--- config.mk ---
export PLATFORM = sky130hd
export DESIGN_NAME = esc_pwm_out
export DESIGN_NICKNAME = d
export VERILOG_FILES = /design/src/rtl/esc_pwm_out.sv
export SDC_FILE = /design/constraint.sdc
export NUM_CORES = 1
export LEC_CHECK = 0
export CAP_MARGIN = 20
export CELL_PAD_IN_SITES_DETAIL_PLACEMENT = 0
export CELL_PAD_IN_SITES_GLOBAL_PLACEMENT = 1
export CORE_AREA = 2 2 127 129
export DETAILED_ROUTE_END_ITERATION = 8
export DIE_AREA = 0 0 129 131
export PLACE_DENSITY_LB_ADDON = 0.1
export SLEW_MARGIN = 15
export SYNTH_ARGS = -nofsm -noshare
export SYNTH_HDL_FRONTEND = slang
export SYNTH_SLANG_ARGS = --single-unit
--- constraint.sdc ---
create_clock -name clk -period 3.67 [get_ports clk]
set_clock_uncertainty 0.05 [all_clocks]
set_input_delay 0.367 -clock clk [delete_from_list [all_inputs] [get_ports clk]]
set_output_delay 0.367 -clock clk [all_outputs]
set_load 0.01 [all_outputs]
--- src/rtl/esc_pwm_out.sv ---
// esc_pwm_out: 4-channel ESC servo-PWM generator with arm/disarm FSM.
// Define ESC_WATCHDOG_EN to add the command-loss watchdog.
module esc_pwm_out #(
   parameter int CLK_HZ     = 50_000_000,
   parameter int FRAME_US   = 2500,
   parameter int MIN_US     = 1000,
   parameter int MAX_US     = 2000,
   parameter int ARM_FRAMES = 200,
   parameter int WDT_FRAMES = 40
) (
   input  logic        clk,
   input  logic        rst,
   input  logic        arm,
   input  logic        cmd_valid,
   input  logic [15:0] m1,
   input  logic [15:0] m2,
   input  logic [15:0] m3,
   input  logic [15:0] m4,
   output logic [3:0]  pwm,
   output logic        frame_start,
   output logic        armed,
   output logic [3:0]  sat,
   output logic        wdt_trip
);

   localparam int DIV   = CLK_HZ / 1_000_000;
   localparam int RANGE = MAX_US - MIN_US;
   localparam int DW    = $clog2(DIV);
   localparam int UW    = $clog2(FRAME_US);
   localparam int AW    = $clog2(ARM_FRAMES + 1);

   localparam logic signed [15:0] RNG  = 16'(RANGE);
   localparam logic signed [15:0] ZERO = 16'sd0;
   localparam logic [DW-1:0] DIV_TOP = DW'(DIV - 1);
   localparam logic [DW-1:0] DIV_ONE = DW'(1);
   localparam logic [UW-1:0] US_TOP  = UW'(FRAME_US - 1);
   localparam logic [UW-1:0] US_ONE  = UW'(1);
   localparam logic [UW-1:0] US_MIN  = UW'(MIN_US);
   localparam logic [AW-1:0] ARM_TOP = AW'(ARM_FRAMES - 1);
   localparam logic [AW-1:0] ARM_ONE = AW'(1);

   typedef enum logic [1:0] {
      DISARMED,
      ARMING,
      ARMED
   } state_t;

   state_t state;
   state_t state_nx;

   logic [DW-1:0] div_cnt;
   logic [UW-1:0] us_cnt;
   logic [AW-1:0] arm_cnt;
   logic          tick;
   logic          bnd;
   logic          trip_now;

   logic signed [15:0] mv [4];
   logic [UW-1:0]      cv [4];
   logic [3:0]         sv;
   logic [UW-1:0]      shadow [4];
   logic [UW-1:0]      width [4];

   assign tick  = (div_cnt == DIV_TOP);
   assign bnd   = tick && (us_cnt == US_TOP);
   assign armed = (state == ARMED);

   always_comb begin
      mv[0] = m1;
      mv[1] = m2;
      mv[2] = m3;
      mv[3] = m4;
   end

   // Signed clamp into 0..RANGE; the flag marks any clipped channel.
   always_comb begin
      for (int i = 0; i < 4; i++) begin
         cv[i] = UW'(mv[i]);
         sv[i] = 1'b0;
         if (mv[i] < ZERO) begin
            cv[i] = '0;
            sv[i] = 1'b1;
         end else if (mv[i] > RNG) begin
            cv[i] = UW'(RNG);
            sv[i] = 1'b1;
         end
      end
   end

   always_ff @(posedge clk) begin
      if (rst) begin
         div_cnt     <= '0;
         us_cnt      <= US_TOP;
         frame_start <= 1'b0;
         pwm         <= '0;
         sat         <= '0;
         for (int i = 0; i < 4; i++) begin
            shadow[i] <= '0;
            width[i]  <= US_MIN;
         end
      end else begin
         div_cnt     <= tick ? '0 : div_cnt + DIV_ONE;
         frame_start <= bnd;
         if (tick)
            us_cnt <= (us_cnt == US_TOP) ? '0 : us_cnt + US_ONE;
         if (cmd_valid)
            sat <= sv;
         // Widths latch only at the frame boundary, so pulses never glitch.
         for (int i = 0; i < 4; i++) begin
            if (bnd)
               width[i] <= armed ? US_MIN + shadow[i] : US_MIN;
            if (cmd_valid)
               shadow[i] <= cv[i];
            pwm[i] <= (us_cnt < width[i]);
         end
      end
   end

   always_ff @(posedge clk) begin
      if (rst) begin
         state   <= DISARMED;
         arm_cnt <= '0;
      end else begin
         state <= state_nx;
         if (state != ARMING)
            arm_cnt <= '0;
         else if (bnd)
            arm_cnt <= arm_cnt + ARM_ONE;
      end
   end

   always_comb begin
      state_nx = state;
      unique case (state)
         DISARMED: begin
            if (arm && !wdt_trip)
               state_nx = ARMING;
         end
         ARMING: begin
            if (!arm)
               state_nx = DISARMED;
            else if (bnd && arm_cnt == ARM_TOP)
               state_nx = ARMED;
         end
         ARMED: begin
            if (!arm || trip_now)
               state_nx = DISARMED;
         end
         default: state_nx = DISARMED;
      endcase
   end

`ifdef ESC_WATCHDOG_EN
   localparam int WW = $clog2(WDT_FRAMES + 1);
   localparam logic [WW-1:0] WDT_TOP = WW'(WDT_FRAMES - 1);
   localparam logic [WW-1:0] WDT_ONE = WW'(1);

   logic [WW-1:0] wdt_cnt;

   assign trip_now = armed && bnd && !cmd_valid &&
                     (wdt_cnt == WDT_TOP);

   // Trip is sticky until arm is released, forcing a full re-arm.
   always_ff @(posedge clk) begin
      if (rst) begin
         wdt_cnt  <= '0;
         wdt_trip <= 1'b0;
      end else begin
         if (cmd_valid || !armed)
            wdt_cnt <= '0;
         else if (bnd)
            wdt_cnt <= wdt_cnt + WDT_ONE;
         if (!arm)
            wdt_trip <= 1'b0;
         else if (trip_now)
            wdt_trip <= 1'b1;
      end
   end
`else
   assign trip_now = 1'b0;
   assign wdt_trip = 1'b0;
`endif

endmodule
==> out/qor.yml <==
clocking:
  cts.clk_slew.worst_paths_ns: 0.06
  cts_tree: "built"
  cts_resized: 0
  cts_buffers: 17
  insertion_delay_ns: 0.42
  ctsHoldBuffers: 0
  cts_buffer_depth: 2
  root_buffer: "clkbuf_16"
  cts.sinks: 133
  post_cts_buffers: 0
  h-tree-depth: 4
placed_design:
  dp_hpwl_um: 10100
  dpl_worst_slack_ns: 1.07
  dp.cells: 917
  gp_congestion: 0.836
  port_buffers: 77
  place_area_um2: 7960
setup_path:
  cp_max_fo: 14
  crit_chain: "ha_1, and4_1, nand3_1, or4_1, nor2_1"
  crit_buf_inv: 0
  cp-end-kind: "flip-flop"
  path_delay_family: "simple AND/OR/NAND/NOR gates"
  max_stage_delay_ns: 0.78
  startpoint: "us_cnt[1]"
  cp.arrival_ns: 2.84
  cp.required_ns: 3.88
  path_class: "flip-flop to flip-flop"
  regToRegStartpoint: "us_cnt[1]"
  critPathSlowestCell: "or4_1"
  start_kind: "flip-flop"
finish:
  area_growth_pct: 24.3
  post-route-util: 0.549
  final_cells: 949
  nets: 840
  design_area_um2: 8570
  drive_gt1_frac: 0.0628
  antenna_cells: 0
yosys:
  synth_cell_types: 50
  synth_area_leaders: "edfxtp_1, dfxtp_1, ha_1, xnor2_1, and2_1"
  netlist_instances: 626
  ys_ff_latch: 133
  yosysTopAreaCellShare: 0.418
  synth_area_um2: 6900
  syn_avg_cell_area_um2: 11.0
  ys_warn_count: 0
  synth-async-reset-ratio: 0
  synth_ff_type: "edfxtp_1"
  yosys.area.top_type: "edfxtp_1"
  synth_edf_count: 96
  ys_seq_area_frac: 0.525
outcome:
  status: "finished, final reports clean"
timing:
  finalHoldViolations: 0
  setup_ws_ns: 1.05
  tns_ns: 0
  worstMarginPinSlew_ns: 0.695
  rsz0062_at_grt: "no"
  slew_headroom: 0.537
  final.period_utilization: 0.715
  final-setup-viol-count: 0
  fmax_ghz: 0.381
  fin_crit_ns: 2.62
  finalMaxSlewViolations: 0
power:
  pwr_density_cell_nw_per_um2: 435
  peakVddDrop_v: 0.000296
  power.leakage_nw: 3.36
route:
  ant_nets: 0
  drt_first_pass_iters: 5
  vias: 4890
  drt_iter0_drc: 359
  routed_wl_um: 14200
  wl_per_cell_um: 15.0
  route.detailed.drc: 0
  viasPerCell: 5.15
min_path:
  min_from: "state[1]"
  min_path_type: "flip-flop to flip-flop"
global_routing:
  grt_max_degree: 55
  track_usage: 0.183
  grt_first_pass_wirelength_um: 23700
  antenna_found_initial: 0
  grt_overflow: 0
  grt_pass1_vias: 4961
floorplanning:
  fp.dieW_um: 129
  fp.coreArea_um2: 15600
  ios: 79
  start_util: 0.442
  die_area_um2: 16900
  die_h_um: 131
  rows: 46
flow_run:
  cap_violations: 0
-- cells in the mapped netlist (9+ instances only) --
cell       n
or4_1      9
nor2_1    52
nor3_1    25
clkbuf_1   9
o21ai_0   12
xnor2_1   23
o21a_1    24
ha_1      52
xor2_1    15
a21oi_1   15
dfxtp_1   37
nand3_1   12
inv_1     52
edfxtp_1  96
and2_1    32
nand2_1   41
a211oi_1  19
-- worst paths after layout --
path	to	slack, ns	cells past startpoint
hold / removal	state[0]	0.42	1
hold reg to reg	state[0]	0.42	1
setup reg to reg	width[3][11]	1.05	5
setup / recovery	width[3][11]	1.05	5
-- logic make-up after synthesis --
family / Yosys count / synth area share
buffers and inverters: 69 / 0.0410
flip-flops: 133 / 0.525
XOR/XNOR: 38 / 0.0483
adder cells (fa/ha/maj): 52 / 0.0944
other: 1 / 0.000544
AND/OR/NAND/NOR: 221 / 0.171
AO/OA/AOI/OAI: 112 / 0.119
-- through the flow --
stage | power [mW] | hold slack, ns
global route | 3.87 | 0.445
detailed placement | 2.00 | 0.417
CTS | 3.77 | 0.423
finish | 3.73 | 0.418
floorplan | 1.87 | 0.387
global placement | 2.00 | 0.397
-- per-layer routing --
metal,track usage,share of wire
met1,0.229,0.45
met2,0.308,0.49
met3,0.0391,0.045
met4,0.0799,0.019
met5,0,0
-- area by class of cell --
class	instances	area, µm²
Fill cell	1414	7030
Sequential cell	133	3620
Multi-Input combinational cell	432	3030
Timing Repair Buffer	84	836
Clock buffer	17	425
Tap cell	216	270
Inverter	52	195
Clock inverter	15	189
-- registers in the layout, summed over array words and instances, names as in the netlist --
register     count
frame_start      1
pwm              4
sat              4
us_cnt          12
shadow          48
state            2
div_cnt          6
arm_cnt          8
width           48
-- placed cells by master, fill, tap and decap left out, types with 4 or more instances in the layout --
cell type	instances
a2111oi_0	7
a211oi_1	19
a21o_1	5
a21oi_1	15
and2_1	32
and3_1	7
buf_4	6
clkbuf_16	17
clkdlybuf4s50_1	77
conb_1	9
dfxtp_1	37
edfxtp_1	96
ha_1	52
inv_1	52
inv_6	7
nand2_1	41
nand3_1	12
nand4_1	8
nor2_1	52
nor2b_1	4
nor3_1	25
nor4_1	7
o2111a_1	4
o2111ai_1	4
o21a_1	24
o21ai_0	12
o31a_1	8
o31ai_1	8
or4_1	9
xnor2_1	23
xor2_1	15
-- power breakdown --
group / total, mW / internal, mW / switching [mW]
clock: 1.76 / 1.09 / 0.672
combinational: 0.260 / 0.145 / 0.116
sequential: 1.71 / 1.67 / 0.0399
total: 3.73 / 2.90 / 0.828
Power figures use the tool's default switching activity.
